===== src/rtl/tpsram_port_arbiter.sv =====
// ---------------------------------------------------------------------------
// tpsram_port_arbiter
//   Shares one two-port SRAM (separate write and read ports) between two
//   requesters. The write and read ports each have an independent
//   round-robin arbiter, so one requester can write while the other reads
//   in the same cycle. The winner's command is registered towards the RAM,
//   and the read data is steered back to the requester that issued it.
//
//   Optional feature macro: TPSRAM_ARB_BYPASS_EN
//     defined   - a read and a write issued in the same cycle to the same
//                 address return the write data instead of the RAM output.
//     undefined - no address comparator; such a read returns raw RAM data.
//
// Parameters
//   AW      address width
//   DW      data width
//   RD_LAT  RAM read latency, REN/RADDR edge to valid read data (1..3)
//
// Ports
//   CLK, RESET          clock, synchronous active-high reset
//   i_wreq / o_wgnt     per-requester write request / combinational grant
//   i_waddr, i_wdata    packed per-requester write address / data
//   i_rreq / o_rgnt     per-requester read request / combinational grant
//   i_raddr             packed per-requester read address
//   o_rvalid, o_rdata   registered read return (valid is one-hot per owner)
//   o_TPSRAM_*          registered RAM write and read command ports
//   i_TPSRAM_RD_sv      RAM read data
//   o_busy              registered, high while any read is in flight
// ---------------------------------------------------------------------------
module tpsram_port_arbiter #(
  parameter int unsigned AW     = 6,
  parameter int unsigned DW     = 8,
  parameter int unsigned RD_LAT = 1
) (
  input  logic            CLK,
  input  logic            RESET,
  input  logic [1:0]      i_wreq,
  input  logic [2*AW-1:0] i_waddr,
  input  logic [2*DW-1:0] i_wdata,
  output logic [1:0]      o_wgnt,
  input  logic [1:0]      i_rreq,
  input  logic [2*AW-1:0] i_raddr,
  output logic [1:0]      o_rgnt,
  output logic [1:0]      o_rvalid,
  output logic [DW-1:0]   o_rdata,
  output logic [AW-1:0]   o_TPSRAM_WADDR_sv,
  output logic [DW-1:0]   o_TPSRAM_WD,
  output logic            o_TPSRAM_WEN,
  output logic [AW-1:0]   o_TPSRAM_RADDR_sv,
  output logic            o_TPSRAM_REN,
  input  logic [DW-1:0]   i_TPSRAM_RD_sv,
  output logic            o_busy
);

  // One stage per cycle from the RAM command register to the RAM data
  // being valid; the last stage marks the cycle the data is captured.
  localparam int unsigned NSTG = RD_LAT + 1;
  localparam int unsigned LAST = NSTG - 1;

  logic            wptr;
  logic            rptr;
  logic [1:0]      wgnt_c;
  logic [1:0]      rgnt_c;
  logic            wsel_c;
  logic            rsel_c;
  logic [AW-1:0]   waddr_sel_c;
  logic [DW-1:0]   wdata_sel_c;
  logic [AW-1:0]   raddr_sel_c;
  logic            busy_nxt_c;

  logic [NSTG-1:0] pipe_vld;
  logic [NSTG-1:0] pipe_own;

  // Two-requester round-robin pick: a lone request always wins, a tie goes
  // to the requester the pointer names.
  function automatic logic [1:0] rr_pick(input logic [1:0] req, input logic ptr);
    logic [1:0] gnt;
    gnt = 2'b00;
    case (req)
      2'b01:   gnt = 2'b01;
      2'b10:   gnt = 2'b10;
      2'b11:   gnt = ptr ? 2'b10 : 2'b01;
      default: gnt = 2'b00;
    endcase
    return gnt;
  endfunction

  // Grants are masked while reset is held.
  always_comb begin
    wgnt_c = 2'b00;
    rgnt_c = 2'b00;
    if (!RESET) begin
      wgnt_c = rr_pick(i_wreq, wptr);
      rgnt_c = rr_pick(i_rreq, rptr);
    end
  end

  assign o_wgnt = wgnt_c;
  assign o_rgnt = rgnt_c;

  // Winner index and its command fields.
  assign wsel_c      = wgnt_c[1];
  assign rsel_c      = rgnt_c[1];
  assign waddr_sel_c = wsel_c ? i_waddr[AW +: AW] : i_waddr[0 +: AW];
  assign wdata_sel_c = wsel_c ? i_wdata[DW +: DW] : i_wdata[0 +: DW];
  assign raddr_sel_c = rsel_c ? i_raddr[AW +: AW] : i_raddr[0 +: AW];

  // Priority pointers hand the next tie to the requester that just lost.
  always_ff @(posedge CLK) begin
    if (RESET) begin
      wptr <= 1'b0;
      rptr <= 1'b0;
    end else begin
      if (|wgnt_c) wptr <= ~wsel_c;
      if (|rgnt_c) rptr <= ~rsel_c;
    end
  end

  // RAM write command register: address/data hold when not granted.
  always_ff @(posedge CLK) begin
    if (RESET) begin
      o_TPSRAM_WEN      <= 1'b0;
      o_TPSRAM_WADDR_sv <= '0;
      o_TPSRAM_WD       <= '0;
    end else begin
      o_TPSRAM_WEN <= |wgnt_c;
      if (|wgnt_c) begin
        o_TPSRAM_WADDR_sv <= waddr_sel_c;
        o_TPSRAM_WD       <= wdata_sel_c;
      end
    end
  end

  // RAM read command register.
  always_ff @(posedge CLK) begin
    if (RESET) begin
      o_TPSRAM_REN      <= 1'b0;
      o_TPSRAM_RADDR_sv <= '0;
    end else begin
      o_TPSRAM_REN <= |rgnt_c;
      if (|rgnt_c) begin
        o_TPSRAM_RADDR_sv <= raddr_sel_c;
      end
    end
  end

  // Read ownership pipeline: one {valid, owner} entry per issued read.
  always_ff @(posedge CLK) begin
    if (RESET) begin
      pipe_vld <= '0;
      pipe_own <= '0;
    end else begin
      pipe_vld <= {pipe_vld[NSTG-2:0], |rgnt_c};
      pipe_own <= {pipe_own[NSTG-2:0], rsel_c};
    end
  end

`ifdef TPSRAM_ARB_BYPASS_EN
  logic            hit_c;
  logic [NSTG-1:0] pipe_byp;
  logic [DW-1:0]   pipe_bdata [NSTG];

  // Same-cycle write and read to one address: carry the write data along
  // with the read so the return does not depend on RAM collision behaviour.
  assign hit_c = (|wgnt_c) & (|rgnt_c) & (waddr_sel_c == raddr_sel_c);

  always_ff @(posedge CLK) begin
    if (RESET) begin
      pipe_byp <= '0;
      for (int unsigned i = 0; i < NSTG; i++) begin
        pipe_bdata[i] <= '0;
      end
    end else begin
      pipe_byp      <= {pipe_byp[NSTG-2:0], hit_c};
      pipe_bdata[0] <= wdata_sel_c;
      for (int unsigned i = 1; i < NSTG; i++) begin
        pipe_bdata[i] <= pipe_bdata[i-1];
      end
    end
  end

  // Read return: bypass data overrides the RAM output on a collision.
  always_ff @(posedge CLK) begin
    if (RESET) begin
      o_rvalid <= 2'b00;
      o_rdata  <= '0;
    end else begin
      o_rvalid <= 2'b00;
      if (pipe_vld[LAST]) begin
        o_rvalid <= pipe_own[LAST] ? 2'b10 : 2'b01;
        o_rdata  <= pipe_byp[LAST] ? pipe_bdata[LAST] : i_TPSRAM_RD_sv;
      end
    end
  end
`else
  // Read return: capture RAM data for the owner at the end of the pipeline.
  always_ff @(posedge CLK) begin
    if (RESET) begin
      o_rvalid <= 2'b00;
      o_rdata  <= '0;
    end else begin
      o_rvalid <= 2'b00;
      if (pipe_vld[LAST]) begin
        o_rvalid <= pipe_own[LAST] ? 2'b10 : 2'b01;
        o_rdata  <= i_TPSRAM_RD_sv;
      end
    end
  end
`endif

  // Busy covers the command cycle through the cycle of the last o_rvalid:
  // a grant now or any read still in the pipeline keeps it up next cycle.
  assign busy_nxt_c = (|rgnt_c) | (|pipe_vld);

  always_ff @(posedge CLK) begin
    if (RESET) begin
      o_busy <= 1'b0;
    end else begin
      o_busy <= busy_nxt_c;
    end
  end

endmodule


===== config.mk =====
export PLATFORM = sky130hd
export DESIGN_NAME = tpsram_port_arbiter
export DESIGN_NICKNAME = d
export VERILOG_FILES = /design/src/rtl/tpsram_port_arbiter.sv
export SDC_FILE = /design/constraint.sdc
export NUM_CORES = 1
export LEC_CHECK = 0
export CAP_MARGIN = 20
export CORE_MARGIN = 1
export CORE_UTILIZATION = 25
export CTS_CLUSTER_DIAMETER = 100
export DETAILED_ROUTE_END_ITERATION = 7
export GPL_TIMING_DRIVEN = 1
export PLACE_DENSITY = 0.54
export SLEW_MARGIN = 20
export SYNTH_ARGS = -nofsm -noshare
export SYNTH_HDL_FRONTEND = slang
export SYNTH_SLANG_ARGS = --single-unit

===== constraint.sdc =====
create_clock -name CLK -period 1.59 [get_ports CLK]
set_input_delay 0.159 -clock CLK [delete_from_list [all_inputs] [get_ports CLK]]
set_output_delay 0.159 -clock CLK [all_outputs]
set_load 0.05 [all_outputs]

==> qor.csv <==
metric;value;unit
die boundary width;80.0;um
hold_buf cts;0;
Comb pwr share;26.5;%
minimum clock period;1.52;ns
via count;1461;
instance area at placement;0.00249;mm2
core area;0.00589;mm2
Post-synth EDFFs;0;
die footprint;0.00640;mm2
overall power;2.52;mW
NetSw;0.739;mW
Synth Area per Inst;10.4;um2
CTS sink count;38;
Post-Syn Instances;146;
P_int;1.78;mW
register area share after synthesis;50.0;%
commonest register cell after synthesis;dfxtp_1;
Clock Pin Slew Worst Setup and Hold Paths;0.07;ns
Layout Skew;0.00184;ns
Area Growth Syn to Fin;72.0;%
Final Setup Violations;0;
WP data required;1.43;ns
type of origin of the critical path;input pin;
Final Cycle Share;95.4;%
power per cell area;965;mW/mm2
Synth Net Count;200;
Clk pwr share;31.5;%
drt pass-1 iters;4;
initial core utilization;25.8;%
Min-Delay Path Class;flop to flop;
TritonCTS clock tree;built;
synth unique cells;26;
# DRC;0;
ANT nets after route;0;
Cell Area, Synth;0.00152;mm2
antenna violations before repair;0;
largest net degree at the start of global routing;17;
CTS max path bufs;2;
die height;80.0;um
Arr. time, crit path;1.36;ns
synthesized flop and latch total;38;
post-DP HPWL;3030;um
Post-Layout Inst Area;0.00262;mm2
Yosys warnings;0;
final hold violation count;0;
nets;301;
DR WL/cell;12.4;um
setup TNS;0;ns
Iteration-0 DRC Markers;58;
Final Wtd Congestion;0.680;
routed vias/inst;4.52;
io pins;91;
# port buffers;90;
Max-cap violations;0;
CTS Root Cell;clkbuf_8;
Lkg Pwr;1.12;nW
status;finished clean;
Final Max Slew Viols;0;
layout cell share with drive strength beyond 1;27.0;%
# rows;28;
overall routed net length;4020;um
GRT Util Overall;13.3;%
worst relative slew slack;61.5;%
vias in the first global route;1415;
first-pass GRT wire length;6540;um
Ant. Diodes;0;
multi-input logic area;606;um2
fmax;0.659;GHz
H-tree levels;2;
Crit Path Class;input pin to primary output;
nature of the critical path endpoint;primary output;
Synth async-reset ratio;0;%
TritonCTS buffer count;5;
crit-path max FO;16;
filler cell count;583;
Reg power frac;42.0;%
Sw Share;29.3;%
gr ovfl total;0;
Sequential Area;761;um2
Slew @ Worst Pin;0.577;ns
VDD IR-drop max;0.000358;V
flop2flop setup slack;0.12;ns
clock latency on the worst-skew pair;0.28;ns
-- metal layers --
layer | GRT usage, % | vias up | wire (um)
met5 | 0 | - | 0
met4 | 6.43 | 0 | 25
met3 | 4.11 | 2 | 319
met2 | 20.8 | 46 | 1830
met1 | 16.4 | 669 | 1850
li1 | - | 744 | -
-- power groups by stage --
| stage | Sequential, mW | Combinational [mW] | Clock [mW] |
|---|---|---|---|
| finish | 1.06 | 0.669 | 0.795 |
| CTS | 1.06 | 0.671 | 0.833 |
| global placement | 1.08 | 0.668 | 0 |
| detailed placement | 1.08 | 0.671 | 0 |
| global route | 1.07 | 0.709 | 0.869 |
| floorplan | 1.27 | 0.175 | 0 |
-- worst max-delay path, stage by stage --
cell and delay (ns):
clkdlybuf4s50_1 0.50, buf_4 0.21, a21oi_1 0.10, and2_2 0.23
buf_12 0.15
-- path summary, 6_finish.rpt --
check                                      to  cells after the start                    from
hold / removal         o_rvalid[0]$_SDFF_PP0_                      1  pipe_own[1]$_SDFF_PP0_
setup / recovery                    o_wgnt[0]                      5               i_wreq[1]
setup reg to reg  o_TPSRAM_WD[0]$_SDFFE_PP0P_                      4       wptr$_SDFFE_PP0P_
hold reg to reg        o_rvalid[0]$_SDFF_PP0_                      1  pipe_own[1]$_SDFF_PP0_
-- sequential cells by signal, summed over array words and instances, names as in the netlist --
name	flops
rptr	1
pipe_vld	2
o_busy	1
o_rvalid	2
wptr	1
o_TPSRAM_WEN	1
o_TPSRAM_RADDR_sv	6
o_TPSRAM_WADDR_sv	6
pipe_own	2
o_TPSRAM_WD	8
o_rdata	8
-- cell usage in the layout, fill, tap and decap left out, types with 6 or more instances in the layout --
cell type        count
dfxtp_1             38
inv_1               18
buf_4               49
a211oi_1             7
o22ai_1              6
clkdlybuf4s50_1     53
mux2i_1              8
nor2_1              13
a2111oi_0           12
a221o_1             12
-- repair_timing --
| action | 4_1_cts | 5_1_grt |
|---|---|---|
| resized for setup | 0 | 1 |
| setup endpoints to repair | 0 | 2 |
| buffers inserted | 0 | 2 |
-- layout make-up --
type / instances / share of cell area, %
well taps: 75 / 3.59
clock buffers: 5 / 2.63
multi-input cells: 78 / 23.2
clock inverters: 3 / 1.53
flip-flops and latches: 38 / 29.1
repair buffers: 106 / 37.4
inverters: 18 / 2.58
-- per-stage QoR --
stage / hold slack [ns] / setup WS (ns) / util [%] / instances
after global placement: 0.401 / -0.0403 / 42.3 / 313
final: 0.411 / 0.0735 / 44.4 / 323
after global routing: 0.424 / -0.00191 / 44.4 / 323
after CTS: 0.402 / 0.00169 / 44.2 / 321
after detailed placement: 0.400 / -0.0568 / 42.3 / 313
after floorplan: 0.259 / 0.0293 / - / 146
-- cell usage after synthesis, types with 2 or more instances --
cell | n | area [um2]
o22ai_1 | 6 | 37.5
buf_4 | 2 | 15.0
nor3_1 | 2 | 10.0
clkbuf_1 | 2 | 7.51
nor2b_1 | 3 | 18.8
a2111oi_0 | 12 | 105
inv_1 | 18 | 67.6
buf_2 | 4 | 20.0
a211oi_1 | 7 | 52.6
a32oi_1 | 2 | 17.5
dfxtp_1 | 38 | 761
o2bb2ai_1 | 2 | 17.5
a221o_1 | 12 | 120
mux2i_1 | 8 | 80.1
nor3b_1 | 2 | 15.0
nor2_1 | 13 | 48.8
buf_6 | 4 | 45.0
-- cell families (layout without fill, tap and decap cells) --
family | count (synthesis) | in the layout | share of synthesized area, %
compound gates | 45 | 45 | 25.2
flops | 38 | 38 | 50.0
buf+inv | 30 | 132 | 10.2
mux | 8 | 8 | 5.27
simple gates | 25 | 25 | 9.30
(Power assumes the default switching activity.)
